$ cat config.mk
export PLATFORM = sky130hd
export DESIGN_NAME = key_capture
export DESIGN_NICKNAME = d
export VERILOG_FILES = /design/src/rtl/key_capture_pkg.sv /design/src/rtl/key_capture_debounce.sv /design/src/rtl/key_capture.sv
export SDC_FILE = /design/constraint.sdc
export NUM_CORES = 1
export LEC_CHECK = 0
export CORE_MARGIN = 4
export CORE_UTILIZATION = 40
export CTS_BUF_LIST = sky130_fd_sc_hd__clkbuf_16
export DETAILED_ROUTE_END_ITERATION = 8
export PLACE_DENSITY_LB_ADDON = 0.3
export RECOVER_POWER = 25
export SYNTH_ARGS = -nofsm -noshare
export SYNTH_HDL_FRONTEND = slang
export SYNTH_SLANG_ARGS = --single-unit
export TNS_END_PERCENT = 1
$ cat constraint.sdc
create_clock -name clk -period 2.55 [get_ports clk]
set_input_delay 0.51 -clock clk [delete_from_list [all_inputs] [get_ports clk]]
set_output_delay 0.51 -clock clk [all_outputs]
set_load 0.05 [all_outputs]
$ cat src/rtl/key_capture_pkg.sv
// Shared constants for the key/switch input peripheral and the top-level I/O decoder.
// Register select bits within the 0x0000_01xx I/O window.
package key_capture_pkg;

  localparam int IO_SEL_BIT     = 8;
  localparam int IO_KEY_BIT     = 4;
  localparam int IO_SW_BIT      = 5;
  localparam int IO_KEYEVT_BIT  = 6;
  localparam int IO_KEYMASK_BIT = 7;

  localparam int KC_NKEYS_DEFAULT    = 4;
  localparam int KC_NSW_DEFAULT      = 10;
  localparam int KC_DEBOUNCE_DEFAULT = 4;

  // mask_en folds the KEYMASK select into the decode only when that register exists.
  function automatic logic io_hit(input logic [31:0] addr, input logic mask_en);
    return addr[IO_SEL_BIT] &
           (addr[IO_KEY_BIT] | addr[IO_SW_BIT] | addr[IO_KEYEVT_BIT] |
            (mask_en & addr[IO_KEYMASK_BIT]));
  endfunction

endpackage

$ cat src/rtl/key_capture_debounce.sv
// One push-button: 2-FF synchronizer on the active-low raw input, then a
// persistence counter that only accepts a level held for DEBOUNCE_CYCLES clocks.
module debounce #(
  parameter int DEBOUNCE_CYCLES = 4
) (
  input  logic clk,
  input  logic reset,
  input  logic key_n,
  output logic pressed,
  output logic rise
);

  localparam int CNT_W = $clog2(DEBOUNCE_CYCLES) + 1;
  localparam logic [CNT_W-1:0] CNT_LAST = CNT_W'(DEBOUNCE_CYCLES - 1);

  logic             meta_q, meta_d;
  logic             sync_q, sync_d;
  logic             stable_q, stable_d;
  logic [CNT_W-1:0] cnt_q, cnt_d;
  logic             level;

  always_comb begin
    meta_d   = key_n;
    sync_d   = meta_q;
    level    = ~sync_q;
    stable_d = stable_q;
    cnt_d    = '0;
    // Any return to the accepted level restarts the count, so glitches never accumulate.
    if (level != stable_q) begin
      if (cnt_q == CNT_LAST) begin
        stable_d = level;
      end else begin
        cnt_d = cnt_q + CNT_W'(1);
      end
    end
  end

  // Pulse on the same edge that stable goes high, so the event lands with the level.
  assign rise    = stable_d & ~stable_q;
  assign pressed = stable_q;

  always_ff @(posedge clk) begin
    if (reset) begin
      meta_q   <= 1'b1;
      sync_q   <= 1'b1;
      stable_q <= 1'b0;
      cnt_q    <= '0;
    end else begin
      meta_q   <= meta_d;
      sync_q   <= sync_d;
      stable_q <= stable_d;
      cnt_q    <= cnt_d;
    end
  end

endmodule

$ cat src/rtl/key_capture.sv
// Memory-mapped key/switch input registers (KEY, SW, KEYEVT W1C) in the 0x1xx I/O window.
// Optional macro KEY_IRQ_EN adds the KEYMASK register and a registered irq output.
module key_capture
  import key_capture_pkg::*;
#(
  parameter int NKEYS           = KC_NKEYS_DEFAULT,
  parameter int NSW             = KC_NSW_DEFAULT,
  parameter int DEBOUNCE_CYCLES = KC_DEBOUNCE_DEFAULT
) (
  input  logic             clk,
  input  logic             reset,
  input  logic [NKEYS-1:0] key_n,
  input  logic [NSW-1:0]   sw,
  input  logic [31:0]      addr,
  input  logic [31:0]      writedata,
  input  logic             memwrite,
  output logic [31:0]      readdata,
  output logic             hit
`ifdef KEY_IRQ_EN
  ,
  output logic             irq
`endif
);

  logic [NKEYS-1:0] key_lvl;
  logic [NKEYS-1:0] key_rise;
  logic [NSW-1:0]   sw_meta_q, sw_meta_d;
  logic [NSW-1:0]   sw_sync_q, sw_sync_d;
  logic [NKEYS-1:0] keyevt_q, keyevt_d;
  logic             wr_sel;

  for (genvar i = 0; i < NKEYS; i++) begin : g_key
    debounce #(
      .DEBOUNCE_CYCLES(DEBOUNCE_CYCLES)
    ) u_debounce (
      .clk    (clk),
      .reset  (reset),
      .key_n  (key_n[i]),
      .pressed(key_lvl[i]),
      .rise   (key_rise[i])
    );
  end

  assign wr_sel = memwrite & addr[IO_SEL_BIT];

  always_comb begin
    sw_meta_d = sw;
    sw_sync_d = sw_meta_q;
    keyevt_d  = keyevt_q;
    if (wr_sel && addr[IO_KEYEVT_BIT]) begin
      keyevt_d = keyevt_d & ~writedata[NKEYS-1:0];
    end
    // Applied after the clear so a press coinciding with a W1C store is never lost.
    keyevt_d = keyevt_d | key_rise;
  end

  always_ff @(posedge clk) begin
    if (reset) begin
      sw_meta_q <= '0;
      sw_sync_q <= '0;
      keyevt_q  <= '0;
    end else begin
      sw_meta_q <= sw_meta_d;
      sw_sync_q <= sw_sync_d;
      keyevt_q  <= keyevt_d;
    end
  end

`ifdef KEY_IRQ_EN
  logic [NKEYS-1:0] keymask_q, keymask_d;
  logic             irq_q, irq_d;

  always_comb begin
    keymask_d = keymask_q;
    if (wr_sel && addr[IO_KEYMASK_BIT]) begin
      keymask_d = writedata[NKEYS-1:0];
    end
    irq_d = |(keyevt_q & keymask_q);
  end

  always_ff @(posedge clk) begin
    if (reset) begin
      keymask_q <= '0;
      irq_q     <= 1'b0;
    end else begin
      keymask_q <= keymask_d;
      irq_q     <= irq_d;
    end
  end

  assign irq = irq_q;
  assign hit = io_hit(addr, 1'b1);
`else
  assign hit = io_hit(addr, 1'b0);
`endif

  // Fixed priority KEY > SW > KEYEVT > KEYMASK when several select bits are set.
  always_comb begin
    readdata = '0;
    if (hit) begin
      if (addr[IO_KEY_BIT]) begin
        readdata = 32'(key_lvl);
      end else if (addr[IO_SW_BIT]) begin
        readdata = 32'(sw_sync_q);
      end else if (addr[IO_KEYEVT_BIT]) begin
        readdata = 32'(keyevt_q);
`ifdef KEY_IRQ_EN
      end else if (addr[IO_KEYMASK_BIT]) begin
        readdata = 32'(keymask_q);
`endif
      end
    end
  end

  logic unused_bits;
`ifdef KEY_IRQ_EN
  assign unused_bits = ^{addr[31:9], addr[3:0], writedata[31:NKEYS]};
`else
  assign unused_bits = ^{addr[31:9], addr[7], addr[3:0], writedata[31:NKEYS]};
`endif

endmodule

# Word-level counts from Yosys, hierarchy flattened
# Index checks and enable logic that the tools add are counted.
dict set report op_classes {
  muxes 13
  n_reduce_logical 5
  n_eq_ne 8
  n_bitwise 23
  add_sub_neg 4
}
# op n
set ops {}
lappend ops {{$mux 10} 3}
lappend ops {{$add 3x1->3 const B} 4}
lappend ops {{$eq 3x2->1 const B} 4}
lappend ops {{$not 1->1} 12}
lappend ops {{$reduce_or 3->1} 4}
lappend ops {{$mux 1} 8}
lappend ops {{$mux 4} 2}
lappend ops {{$and 1x1->1} 6}
lappend ops {{$and 4x4->4} 1}
lappend ops {{$ne 1x1->1} 4}
lappend ops {{$not 4->4} 1}
lappend ops {{$or 4x4->4} 1}
lappend ops {{$or 1x1->1} 2}
lappend ops {{$logic_and 1x1->1} 1}
dict set report totals {
  ff_bits 48
  inputBits 81
  out_inout_bits 33
}

# Logic depth before layout (Yosys ltp)
dict set report logic_depth {
  ltp_word 5
  mapped_depth 4
  ltp_nobuf 4
}

# Hierarchy
# From an unflattened synthesis, not the netlist that was laid out.
dict set report hier_totals {
  hier_cells 185
  area_unflattened_um2 2015.7
}
# module seq_area_each_um2 cells_each n_inst area_each_um2
set modules_own_cells {}
lappend modules_own_cells {key_capture 480.5 109 1 1104.8}
lappend modules_own_cells {debounce 120.1 19 4 227.7}

# Least setup slack after synthesis
# No wires, ideal clock.
dict set report synth_timing {
  path_kind {in2out}
  start {in addr[5]}
  end {out readdata[0]}
  t_required_ns 2.040
  path_slack_ns -0.016
  arrival_time_ns 2.056
  path_stages 3
  path_cell_list {buf_4 > nand3b_1 > a221oi_1}
}
dict set report synth_between {
  elab_chain_cells 4
}
# item line_no
set synth_lines {}
lappend synth_lines {{from (decl)} key_capture.sv:14} ;# input logic [31:0] addr,
lappend synth_lines {{$or 1x1->1 (2 in a row)} key_capture_pkg.sv:18} ;# (addr[IO_KEY_BIT] | addr[IO_SW_BIT] | addr[IO_KEYEVT_BIT] |
lappend synth_lines {{$and 1x1->1} key_capture_pkg.sv:17} ;# return addr[IO_SEL_BIT] &
lappend synth_lines {{$mux 10 *} key_capture.sv:100} ;# if (hit) begin
lappend synth_lines {{to (decl)} key_capture.sv:17} ;# output logic [31:0] readdata,
# Every way passes the cells marked *; elsewhere a longest branch is shown, timed or not.

# Worst setup path after layout
dict set report layout_timing {
  start {in addr[4]}
  end {out readdata[1]}
}
# Same word-level chain as after synthesis.

==> results.toml <==
[routing]
wl_um = 3075
drc = 0
drtPass1Iterations = 5
avgViaCountPerCell = 4.612
vias = 1236
drtIter0Drc = 35
post_drt_wl_per_cell_um = 11.47
antenna_left = 0

[timing]
worst_slack_ns = 0.07201
skew_ns = 0.006799
finalSetupTns_ns = 0
hold_viol = 0
fin_crit_ns = 2.478
post-route-period-util_pct = 97.18
drv_slew = 0
hold_ws_ns = 0.4034
setup_viol = 0
worstMarginPinSlew_ns = 0.8564
relSlewSlack_pct = 42.91
max_freq_mhz = 403.6
rsz0062_at_grt = "yes"

[power]
combPwrFrac_pct = 11.0
pwr-share-seq_pct = 43.7
ir_drop_mv = 0.4226
leakage_uw = 0.0009989
power_density_mw_per_mm2 = 716.4
p_sw_uw = 388.4
p_int_uw = 1396
switching_share_pct = 21.77
p_clk_share_pct = 45.3

[clock_tree]
cts.hold.buffers_added = 0
clock_latency_ns = 0.29
clockBufferDepth = 2
numCtsBuffers = 5
cts.sinks = 48
cts-root-buf = "clkbuf_16"
clkSlewWorstSetupHoldPaths_ns = 0.06
cts_tree = "yes"
htreeDepth = 2
post_cts_buffers = 0

[global_route]
grt_overflow = 0
grt_max_degree = 50
grt_pass1_vias = 1159
grt_use_total_pct = 10.98
grt_pass1_wl_um = 5168
grt_antenna_before_repair = 0

[outcome]
status = "completed"

[synthesis]
syn_area_per_cell_um2 = 10.60
ys_async_sr_fraction_pct = 0
yosysTopAreaCellShare_pct = 50.10
yosys_warnings = 0
synth_edf_count = 0
yosysTopAreaCell = "dfxtp_1"
synth_common_cells = "dfxtp_1, buf_4, nor2b_1, inv_1"
synth_area_mm2 = 0.001918
yosysSeqAreaShare_pct = 50.10
ys_top_cells_by_area = "dfxtp_1, buf_4, ha_1, nor2b_1, nor4b_1"
synthMostInstantiatedCell = "dfxtp_1"
synthFlopType = "dfxtp_1"
synthCells = 181
ys_types = 24
ys_ff_latch = 48

[hold_path]
worstHoldPathCells = 1
min_path_type = "register to register"
min_to = "g_key[1].u_debounce.sync_q$_SDFF_PP1_"
min_from = "g_key[1].u_debounce.meta_q$_SDFF_PP1_"

[setup_path]
crit_buf_inv = 2
arrival_ns = 1.97
start_kind = "primary input"
rr_endpoint = "keyevt_q[2]$_SDFF_PP0_"
crit_fanout = 10
r2r_cells = 4
worst-r2r-setup-slack_ns = 1.28
worstPathRequired_ns = 2.04
path_class = "primary input to output pin"
crit_family = "buffers and inverters"
slowest_delay_ns = 0.71
critPathSlowestCell = "clkdlybuf4s50_1"
path_cells = "clkdlybuf4s50_1 -> o31ai_4 -> a221oi_1 -> buf_12"
r2r-start = "g_key[2].u_debounce.cnt_q[0]$_SDFF_PP0_"
end_kind = "output pin"

[finish]
antenna_cells = 0
area_growth_syn_to_layout_pct = 29.88
drive_gt1_share_pct = 15.74
layout.nets = 305
post-route-util_pct = 55.31

[floorplanning]
rows = 24
dieArea_mm2 = 0.005967
start_util_pct = 42.58
ios = 114
die_w_um = 77.25
die_y_um = 77.25
core_area_mm2 = 0.004504

[placement]
gp_congestion = 0.7241
pre_cts_slack_ns = 0.06723
dp_hpwl_um = 2284
port-buffer-count = 35

[flow_run]
cap_viol_max_count = 0
-- layer usage --
| metal | up-vias | part of all wire [%] | global-route usage, % |
|---|---|---|---|
| li1 | 642 | - | - |
| met1 | 552 | 43 | 12.18 |
| met2 | 35 | 48 | 18.48 |
| met3 | 7 | 6.3 | 2.225 |
| met4 | 0 | 2.5 | 8.007 |
| met5 | - | 0 | 0 |
-- worst max-delay path by stage --
stage                       start           to  slack (ns)  cells after the start
after CTS                 addr[4]  readdata[2]        0.06                      4
final                     addr[4]  readdata[1]        0.07                      4
after detailed placement  addr[4]  readdata[2]        0.07                      4
after global placement    addr[4]  readdata[3]        0.06                      5
after global routing      addr[5]  readdata[1]       -0.02                      4
after floorplan           addr[5]  readdata[1]       -0.02                      3
-- flip-flops by register name, indices dropped and copies added (netlist names) --
| name | flops |
|---|---|
| g_key.u_debounce.cnt_q | 12 |
| sw_meta_q | 10 |
| sw_sync_q | 10 |
| g_key.u_debounce.meta_q | 4 |
| g_key.u_debounce.pressed | 4 |
| g_key.u_debounce.sync_q | 4 |
| keyevt_q | 4 |
-- logic make-up after synthesis --
group / after synthesis / synth area share, %
xor gates and xnor gates: 4 / 1.826
other: 1 / 0.1955
buffers and inverters: 40 / 13.57
and+or+nand+nor: 63 / 21.72
adders and majority gates: 8 / 5.219
AOI/OAI and AO/OA: 17 / 7.371
DFF: 48 / 50.10
-- what timing repair did --
action	CTS	global route
endpoints found under the setup margin	0	1
hold endpoints to repair	0	0
gates resized for setup	0	0
-- worst register-to-register path, cell delays in order, from the launching register on --
cell	delay [ns]
dfxtp_1	0.31
ha_1	0.19
ha_1	0.25
nor4b_1	0.16
a31o_2	0.24
-- per-stage QoR --
step                      cells  area (um2)  total power (uW)
after floorplan             202        2003             957.6
after global placement      261        2321             994.7
after detailed placement    261        2321             996.6
after CTS                   268        2506              1810
after global routing        268        2491              1850
final                       268        2491              1785
-- final cells by class --
cell class / count / area (um2)
Fill cell: 373 / 2013
Inverter: 10 / 37.54
Sequential cell: 48 / 960.9
Clock buffer: 5 / 125.1
Timing Repair Buffer: 37 / 460.4
Multi-Input combinational cell: 114 / 782.0
Tap cell: 52 / 65.06
Clock inverter: 2 / 60.06
-- placed cells by master (no fill, tap or decap), drive strengths merged --
cell | synthesis | routed
dfxtp | 48 | 48
a221oi | 4 | 4
nor4b | 8 | 8
nand4 | 4 | 4
ha | 8 | 8
a31o | 4 | 4
and2b | 4 | 4
clkbuf | 2 | 6
xor2 | 4 | 4
buf | 28 | 12
nor4 | 8 | 8
clkdlybuf4s50 | 0 | 23
and2 | 6 | 6
a211oi | 4 | 4
inv | 10 | 10
conb | 1 | 22
a21oi | 4 | 4
bufinv | 0 | 2
nor2b | 16 | 16
dlygate4sd3 | 0 | 1
nand3b | 4 | 4
and3b | 1 | 1
nor2 | 4 | 4
or2 | 8 | 8
o31ai | 1 | 1
-- power groups by stage --
stage | sequential (uW) | clock [uW] | combinational (uW)
finish | 779 | 808 | 197
global route | 781 | 861 | 208
CTS | 779 | 830 | 201
detailed placement | 796 | 0 | 201
global placement | 795 | 0 | 200
floorplan | 794 | 0 | 164
Note: power is estimated with default switching activity, not from simulation.
